[config.mk]
export PLATFORM = sky130hd
export DESIGN_NAME = pipe_hazard_ctrl
export DESIGN_NICKNAME = d
export VERILOG_FILES = /design/src/rtl/hazard_pkg.sv /design/src/rtl/hazard_src_match.sv /design/src/rtl/pipe_hazard_ctrl.sv
export SDC_FILE = /design/constraint.sdc
export NUM_CORES = 1
export LEC_CHECK = 0
export CORE_MARGIN = 2
export CORE_UTILIZATION = 37
export CTS_CLUSTER_DIAMETER = 100
export DETAILED_ROUTE_END_ITERATION = 10
export MAX_ROUTING_LAYER = met4
export PLACE_DENSITY = 0.88
export SYNTH_ARGS = -nofsm -noshare
export SYNTH_HDL_FRONTEND = slang
export SYNTH_SLANG_ARGS = --single-unit
[constraint.sdc]
create_clock -name clk -period 2.2 [get_ports clk]
set_clock_uncertainty 0.1 [all_clocks]
set_input_delay 0.22 -clock clk [delete_from_list [all_inputs] [get_ports clk]]
set_output_delay 0.22 -clock clk [all_outputs]
set_load 0.02 [all_outputs]
[src/rtl/hazard_pkg.sv]
// rtl/hazard_pkg.sv - shared encodings for the hazard/pipeline controller
package hazard_pkg;
  localparam logic [1:0] FWD_NONE = 2'b00;
  localparam logic [1:0] FWD_W    = 2'b01;
  localparam logic [1:0] FWD_M    = 2'b10;

  localparam int ST_F = 0;
  localparam int ST_D = 1;
  localparam int ST_E = 2;
  localparam int ST_M = 3;
  localparam int ST_W = 4;

  typedef enum logic {
    S_IDLE  = 1'b0,
    S_DRAIN = 1'b1
  } state_t;
endpackage

[src/rtl/hazard_src_match.sv]
// rtl/hazard_src_match.sv - per-operand register comparators for forwarding and hazard detection
module hazard_src_match
  import hazard_pkg::*;
#(
  parameter int RW = 5
) (
  input  logic [RW-1:0] src_d,
  input  logic          src_d_vld,
  input  logic [RW-1:0] src_e,
  input  logic [RW-1:0] dst_e,
  input  logic [RW-1:0] dst_m,
  input  logic [RW-1:0] dst_w,
  input  logic          regwrite_e,
  input  logic          regwrite_m,
  input  logic          regwrite_w,
  input  logic          memtoreg_m,
  input  logic          late_result_e,
  input  logic          branch,
  output logic [1:0]    fwd_e,
  output logic          fwd_d,
  output logic          lu,
  output logic          br
);
  logic d_hits_e, d_hits_m, e_hits_m, e_hits_w;

  // Register 0 is hard-wired zero, so it never creates a dependency.
  assign d_hits_e = (src_d != '0) && (src_d == dst_e);
  assign d_hits_m = (src_d != '0) && (src_d == dst_m);
  assign e_hits_m = (src_e != '0) && (src_e == dst_m);
  assign e_hits_w = (src_e != '0) && (src_e == dst_w);

  assign fwd_e = (e_hits_m && regwrite_m) ? FWD_M :
                 (e_hits_w && regwrite_w) ? FWD_W : FWD_NONE;
  assign fwd_d = d_hits_m && regwrite_m && !memtoreg_m;

  assign lu = src_d_vld && late_result_e && regwrite_e && d_hits_e;
  assign br = src_d_vld && branch &&
              ((regwrite_e && d_hits_e) || (memtoreg_m && d_hits_m));
endmodule

[src/rtl/pipe_hazard_ctrl.sv]
// rtl/pipe_hazard_ctrl.sv - stall/flush/forwarding control with fetch-drain FSM and bus-stall watchdog
// Optional performance counters are built when HAZARD_PERF_CNT_EN is defined.
module pipe_hazard_ctrl
  import hazard_pkg::*;
#(
  parameter int NSRC          = 2,
  parameter int RW            = 5,
  parameter int STALL_TIMEOUT = 255
) (
  input  logic                 clk,
  input  logic                 resetn,
  input  logic                 inst_stall,
  input  logic                 inst_req_pend,
  input  logic [NSRC*RW-1:0]   src_d,
  input  logic [NSRC-1:0]      src_d_vld,
  input  logic                 branch_d,
  input  logic                 jr_d,
  input  logic [NSRC*RW-1:0]   src_e,
  input  logic [RW-1:0]        dst_e,
  input  logic                 regwrite_e,
  input  logic                 memtoreg_e,
  input  logic                 hilotoreg_e,
  input  logic                 cp0toreg_e,
  input  logic                 div_stall_e,
  input  logic [RW-1:0]        dst_m,
  input  logic                 regwrite_m,
  input  logic                 memtoreg_m,
  input  logic                 except_m,
  input  logic                 data_stall,
  input  logic [RW-1:0]        dst_w,
  input  logic                 regwrite_w,
  output logic [NSRC-1:0]      fwd_d,
  output logic [NSRC*2-1:0]    fwd_e,
  output logic [4:0]           stall,
  output logic [4:0]           flush,
  output logic                 discard_inst,
  output logic                 long_stall,
  output logic                 stall_timeout,
  output logic [31:0]          perf_lu_cnt,
  output logic [31:0]          perf_bus_cnt
);
  state_t          state;
  logic [NSRC-1:0] lu_v, br_v;
  logic            lu_any, other;

  for (genvar g = 0; g < NSRC; g++) begin : g_src
    hazard_src_match #(.RW(RW)) u_match (
      .src_d         (src_d[g*RW +: RW]),
      .src_d_vld     (src_d_vld[g]),
      .src_e         (src_e[g*RW +: RW]),
      .dst_e         (dst_e),
      .dst_m         (dst_m),
      .dst_w         (dst_w),
      .regwrite_e    (regwrite_e),
      .regwrite_m    (regwrite_m),
      .regwrite_w    (regwrite_w),
      .memtoreg_m    (memtoreg_m),
      .late_result_e (memtoreg_e | hilotoreg_e | cp0toreg_e),
      .branch        (branch_d | jr_d),
      .fwd_e         (fwd_e[g*2 +: 2]),
      .fwd_d         (fwd_d[g]),
      .lu            (lu_v[g]),
      .br            (br_v[g])
    );
  end

  assign lu_any       = |lu_v;
  assign long_stall   = inst_stall | data_stall | div_stall_e;
  assign other        = (lu_any | (|br_v)) & ~except_m & (state == S_IDLE);
  assign discard_inst = (state == S_DRAIN);

  always_comb begin
    stall          = {5{long_stall}};
    stall[ST_D:ST_F] = {2{long_stall | other}};
    flush          = '0;
    flush[ST_E]    = other & ~long_stall;
    // While draining, hold fetch and kill whatever decode captured.
    if (state == S_DRAIN) begin
      stall[ST_F] = 1'b1;
      flush[ST_D] = 1'b1;
    end
    if (except_m) flush = '1;
  end

  always_ff @(posedge clk or negedge resetn) begin
    if (!resetn) begin
      state <= S_IDLE;
    end else begin
      case (state)
        S_IDLE:  if (except_m && inst_req_pend) state <= S_DRAIN;
        S_DRAIN: if (!except_m && !inst_req_pend) state <= S_IDLE;
        default: state <= S_IDLE;
      endcase
    end
  end

  if (STALL_TIMEOUT > 0) begin : g_wdog
    localparam int CW = $clog2(STALL_TIMEOUT + 1);
    localparam logic [CW-1:0] LIMIT = CW'(STALL_TIMEOUT);
    logic [CW-1:0] run_cnt, run_nxt;
    logic          timeout_q;

    // The counter includes the current stall cycle, so the flag rises on the edge closing the last one.
    always_comb begin
      run_nxt = '0;
      if (long_stall) run_nxt = (run_cnt == LIMIT) ? LIMIT : run_cnt + CW'(1);
    end

    always_ff @(posedge clk or negedge resetn) begin
      if (!resetn) begin
        run_cnt   <= '0;
        timeout_q <= 1'b0;
      end else begin
        run_cnt <= run_nxt;
        if (run_nxt == LIMIT) timeout_q <= 1'b1;
      end
    end
    assign stall_timeout = timeout_q;
  end else begin : g_no_wdog
    assign stall_timeout = 1'b0;
  end

`ifdef HAZARD_PERF_CNT_EN
  logic [31:0] lu_cnt_q, bus_cnt_q;

  always_ff @(posedge clk or negedge resetn) begin
    if (!resetn) begin
      lu_cnt_q  <= '0;
      bus_cnt_q <= '0;
    end else begin
      if (other && lu_any && lu_cnt_q != 32'hFFFF_FFFF) lu_cnt_q <= lu_cnt_q + 32'd1;
      if (long_stall && bus_cnt_q != 32'hFFFF_FFFF) bus_cnt_q <= bus_cnt_q + 32'd1;
    end
  end
  assign perf_lu_cnt  = lu_cnt_q;
  assign perf_bus_cnt = bus_cnt_q;
`else
  assign perf_lu_cnt  = 32'd0;
  assign perf_bus_cnt = 32'd0;
`endif
endmodule

== Yosys cells after proc, flatten, opt, wreduce, memory -nomap -nowiden ==
Cells that the tools add are included.

* Flip-flop bits (word level): 10
* Output and inout bits: 83
* Logic and storage cells: 82

* Add/subtract/negate cells: 1
* Equal/unequal tests: 10
* Mux-type cells: 12
* Bitwise operators: 13
* Reduce and logical (&&, ||, !) cells: 43

{| class="wikitable"
|+ Operator list
! operator !! count
|-
| 5-bit equality test || 8
|-
| 1-bit logical AND || 32
|-
| 5-bit nonzero test || 4
|-
| 8-bit equality test, second input constant || 2
|-
| 8-bit two-way mux || 2
|-
| 8-bit by 1-bit adder with 8-bit output, second input constant || 1
|-
| 1-bit OR || 7
|-
| 1-bit two-way mux || 6
|-
| 5-bit two-way mux || 1
|-
| 2-bit two-way mux || 2
|-
| 2-bit OR reduction || 2
|-
| 1-bit AND || 3
|-
| 1-bit zero test || 3
|-
| 1-bit inverter || 3
|-
| 1-bit logical OR || 2
|-
| 1-bit one-hot mux with 2 select lines || 1
|}

== Depth between registers and ports, before layout ==
* Depth in word-level cells: 11
* Mapped depth: 6

== By module ==
Synthesis repeated with hierarchy kept, for this count alone.

* Cell total of the unflattened synthesis: 208
* Area total of the unflattened synthesis: 1739.2 um^2

{| class="wikitable"
|+ Modules (own cells, without submodules)
! module !! instances !! cells each !! area an instance (um^2)
|-
| pipe_hazard_ctrl || 1 || 132 || 1118.6
|-
| hazard_src_match || 2 || 38 || 310.3
|}

== Worst setup path after synthesis ==
Ideal clock, no wire load.

* Path kind: input port to output port
* Start: input src_e[0]
* End: output fwd_e[0]
* Arrival: 1463 ps
* Data required time: 1880 ps
* Setup slack: 417 ps
* Stages on the path: 4
* Cells stage by stage: or4_4 > nor2_4 > nor4_2 > nor4_2

* Longest elaborated chain between the ends: 5

{| class="wikitable"
|+ RTL lines
! what !! RTL line !! RTL
|-
| start, declared || pipe_hazard_ctrl.sv:18 || <nowiki>input logic [NSRC*RW-1:0] src_e,</nowiki>
|-
| 5-bit equality test / 5-bit nonzero test (equally long branches) || hazard_src_match.sv:30, hazard_src_match.sv:29 ||
|-
| 1-bit logical AND || hazard_src_match.sv:30 || <nowiki>assign e_hits_w = (src_e != '0) && (src_e == dst_w);</nowiki>
|-
| 1-bit logical AND || hazard_src_match.sv:33 || <nowiki>(e_hits_w && regwrite_w) ? FWD_W : FWD_NONE;</nowiki>
|-
| 1-bit two-way mux || hazard_src_match.sv:33 ||
|-
| 2-bit two-way mux (*) || hazard_src_match.sv:32 || <nowiki>assign fwd_e = (e_hits_m && regwrite_m) ? FWD_M :</nowiki>
|-
| end, declared || pipe_hazard_ctrl.sv:33 || <nowiki>output logic [NSRC*2-1:0] fwd_e,</nowiki>
|}

Every way passes the cells marked *; elsewhere a longest branch is shown, timed or not.

== Final worst setup path ==
* Start: input dst_m[1]
* End: output fwd_e[1]

* Longest elaborated chain between the ends: 4

{| class="wikitable"
|+ RTL lines
! what !! RTL line !! RTL
|-
| start, declared || pipe_hazard_ctrl.sv:25 || <nowiki>input logic [RW-1:0] dst_m,</nowiki>
|-
| 5-bit equality test || hazard_src_match.sv:29 || <nowiki>assign e_hits_m = (src_e != '0) && (src_e == dst_m);</nowiki>
|-
| 1-bit logical AND || hazard_src_match.sv:29 ||
|-
| 1-bit logical AND || hazard_src_match.sv:32 ||
|-
| 2-bit two-way mux || hazard_src_match.sv:32 ||
|}

Every way passes these cells.

==> results.md <==
- Die area: about 5300 µm²
- Synth Area in XOR/XNOR: between 20 and 25%
- Leak: 1.20 nW
- Routed vias: between 1500 and 2000
- Vias per inst: 4.49
- CP endpoint kind: output pin
- Hpwl dp: 3960 µm
- WL met2: 2540 µm
- Post-synthesis mux area share: 0%
- Hold Slack: 0.189 ns
- Final Max Slew Viols: 0
- PortBufs: 71
- Asr flop ratio synth: 100%
- Seq cells post-synth: 10
- Yosys Warn Count: 0
- Die span in y: between 70 and 80 µm
- Fillers: 418
- Core ar.: ~4600 µm²
- Main combinational cell family by area after synthesis: buffers and inverters
- CTS root buf: clkbuf_8
- Htree depth: 1
- Fin crit period: roughly 2.1 ns
- P per Cell Area: around 400 nW/µm²
- Vias in the first global route: about 1600
- Crit path kind: input port to output pin
- Fin. Hold Viols: 0
- Post-synth EDFFs: 0
- Synth Area in Simple Gates: 21.4%
- GRT Resource Usage Total: around 17%
- CTS tree: done
- Hold Crit Class: input port to async pin
- Nets@finish: 362
- Ports: 136
- Fmax: between 400 and 500 MHz
- Primary FF master, synth: dfrtp_1
- Antenna Nets Post-Route: 0
- Clk slew on worst S/H paths: 0.05 ns
- Largest net degree at the start of global routing: 11
- Wl on met1: between 1500 and 2000 µm
- Placer Congestion: roughly 0.9
- Starting Density: 37.8%
- 1st-pass router iterations: 6
- RSZ-0062 raised after global routing: false
- Cells after Synth: 210
- Worst skew pair latency: between 0.2 and 0.25 ns
- Placed insts: around 360
- Sequential fraction of the synthesis area: ~14%
- Worst Path Arrival: around 1.8 ns
- Final setup fails: 0
- Mean post-synth cell area: roughly 8.3 µm²
- DIE WIDTH: 72.8 µm
- Final Non-Filler Cells: ~360
- P&R area growth vs syn: 47.2%
- CTS buffer count: 3
- # DRC: 0
- Initial antenna violation count: 0
- Final antenna diode count: 0
- Area share of fa/ha/maj cells after synthesis: under 10%
- 1st-iter DRT viols: 63
- CTS Sinks: 10
- PnR Total Power: 0.00105 W
- Multi-input logic area: ~1200 µm²
- Max FO, Critical Path: 3
- First-pass GRT wire length: between 6000 and 7000 µm
- Outcome: finished, final reports clean
- Area of the mapped netlist: approximately 1800 µm²
- Maxcap violations: 0
- Wire per inst: 12.5 µm
- Fin crit share: 97.2%
- Register area: ~250 µm²
- CP required: between 1.5 and 2 ns
- Hold bufs inserted after CTS: 0
- Grt total ovfl: 0
- Wirelength, routed: roughly 4500 µm
- Yosys cell types: 37
- Met3 WL post-DR: ~350 µm
- Row cnt: 25
- VDD IR max: between 0.00015 and 0.0002 V
- CP Launch Type: input port
- Share of cells above drive strength 1: between 20 and 25%
- Max layer used: met4
- Clk buf depth: 2
- Final design utilization: a little under three fifths
- Synth Area in Compound Gates: 9.29%
[worst paths after layout]
path	startpoint	endpoint	slack [ns]	cells after the start
setup / recovery	dst_m[1]	fwd_e[1]	0.06	6
hold / removal	resetn	stall_timeout	0.19	1
setup reg to reg	g_wdog.run_cnt[0]	g_wdog.run_cnt[0]	0.71	4
hold reg to reg	stall_timeout	stall_timeout	0.39	1
max in group asynchronous	resetn	g_wdog.run_cnt[6]	1.50	1
min in group clk	stall_timeout	stall_timeout	0.39	1
[metal layers]
layer | vias up | track usage, %
met4 | 0 | 6.38
li1 | 775 | -
met1 | 755 | 17.4
met2 | 84 | 32.7
met3 | 7 | 3.04
met5 | - | -
[stage by stage]
stage / setup WS, ns / cell area, µm² / setup TNS, ns
3_5_place_dp: -0.470 / 2450 / -3.03
6_report: 0.0609 / 2580 / 0
5_1_grt: 0.000790 / 2580 / 0
4_1_cts: -0.0389 / 2530 / -0.0389
3_3_place_gp: -0.441 / 2450 / -2.77
2_1_floorplan: 0.417 / 1990 / 0
[flip-flops by register name, indices dropped and copies added (netlist names)]
| register | cells |
|---|---|
| g_wdog.run_cnt | 8 |
| discard_inst | 1 |
| stall_timeout | 1 |
[cell families after synthesis]
logic type               after synthesis
other                                  1
adder cells (fa/ha/maj)                2
buffers and inverters                 77
flip-flops                            10
AO/OA/AOI/OAI                         23
AND/OR/NAND/NOR                       54
XOR/XNOR                              43
[cells in the mapped netlist (2+ instances only)]
cell / instances / area, µm²
buf_4: 72 / 541
xnor2_1: 33 / 289
dfrtp_1: 10 / 250
xor2_1: 10 / 87.6
nand3_1: 9 / 45.0
nor4_2: 8 / 100
nor2_1: 7 / 26.3
a21oi_1: 6 / 30.0
nand2_1: 6 / 22.5
nand4_1: 4 / 25.0
clkbuf_1: 3 / 11.3
nor3_1: 3 / 15.0
o21ai_0: 3 / 15.0
o21ai_1: 3 / 15.0
o21bai_1: 3 / 22.5
or4_4: 3 / 33.8
a31oi_1: 2 / 12.5
and3_1: 2 / 12.5
inv_1: 2 / 7.51
nor2_4: 2 / 22.5
nor4_1: 2 / 12.5
or2_1: 2 / 12.5
[what timing repair did]
item,4_1_cts,5_1_grt
pin swaps,7,10
setup buffers,2,0
setup endpoints to repair,9,6
gates resized for setup,45,16
[placed cells by master (no fill, tap or decap), drive strengths merged]
cell / netlist / routed
conb: 1 / 64
clkdlybuf4s50: 0 / 43
buf: 72 / 39
xnor2: 33 / 33
dlygate4sd2: 0 / 13
xor2: 10 / 10
dfrtp: 10 / 10
nor4: 10 / 10
nand3: 9 / 9
dlymetal6s2s: 0 / 9
nor2: 9 / 9
o21ai: 8 / 8
nand2: 6 / 6
a21oi: 6 / 6
nand4: 4 / 4
clkbuf: 3 / 4
or4: 4 / 4
nor3: 4 / 4
o21bai: 3 / 3
or2: 3 / 3
inv: 2 / 2
and3: 2 / 2
a31oi: 2 / 2
nor4bb: 1 / 1
o211a: 1 / 1
o41ai: 1 / 1
nand2b: 1 / 1
maj3: 1 / 1
nand3b: 1 / 1
o211ai: 1 / 1
o2111ai: 1 / 1
ha: 1 / 1
clkdlybuf4s15: 0 / 1
[where the power goes]
group | switching, W | total, W | internal (W)
Sequential | 0.0000463 | 0.000273 | 0.000227
Clock | 0.0000771 | 0.000235 | 0.000158
Combinational | 0.000296 | 0.000539 | 0.000243
Total | 0.000420 | 0.00105 | 0.000627
[worst max-delay path, cell delays in order]
cell	delay, ns
clkdlybuf4s50_1	0.50
buf_4	0.20
xor2_1	0.17
nor4_2	0.32
buf_4	0.16
clkdlybuf4s15_2	0.25
[layout make-up]
type                    instances  share of cell area [%]
flip-flops and latches         10                    9.71
inverters                       2                   0.291
multi-input cells             186                    47.9
repair buffers                105                    37.3
clock buffers                   4                    2.14
well taps                      54                    2.62
Note: power is estimated with default switching activity, not from simulation.
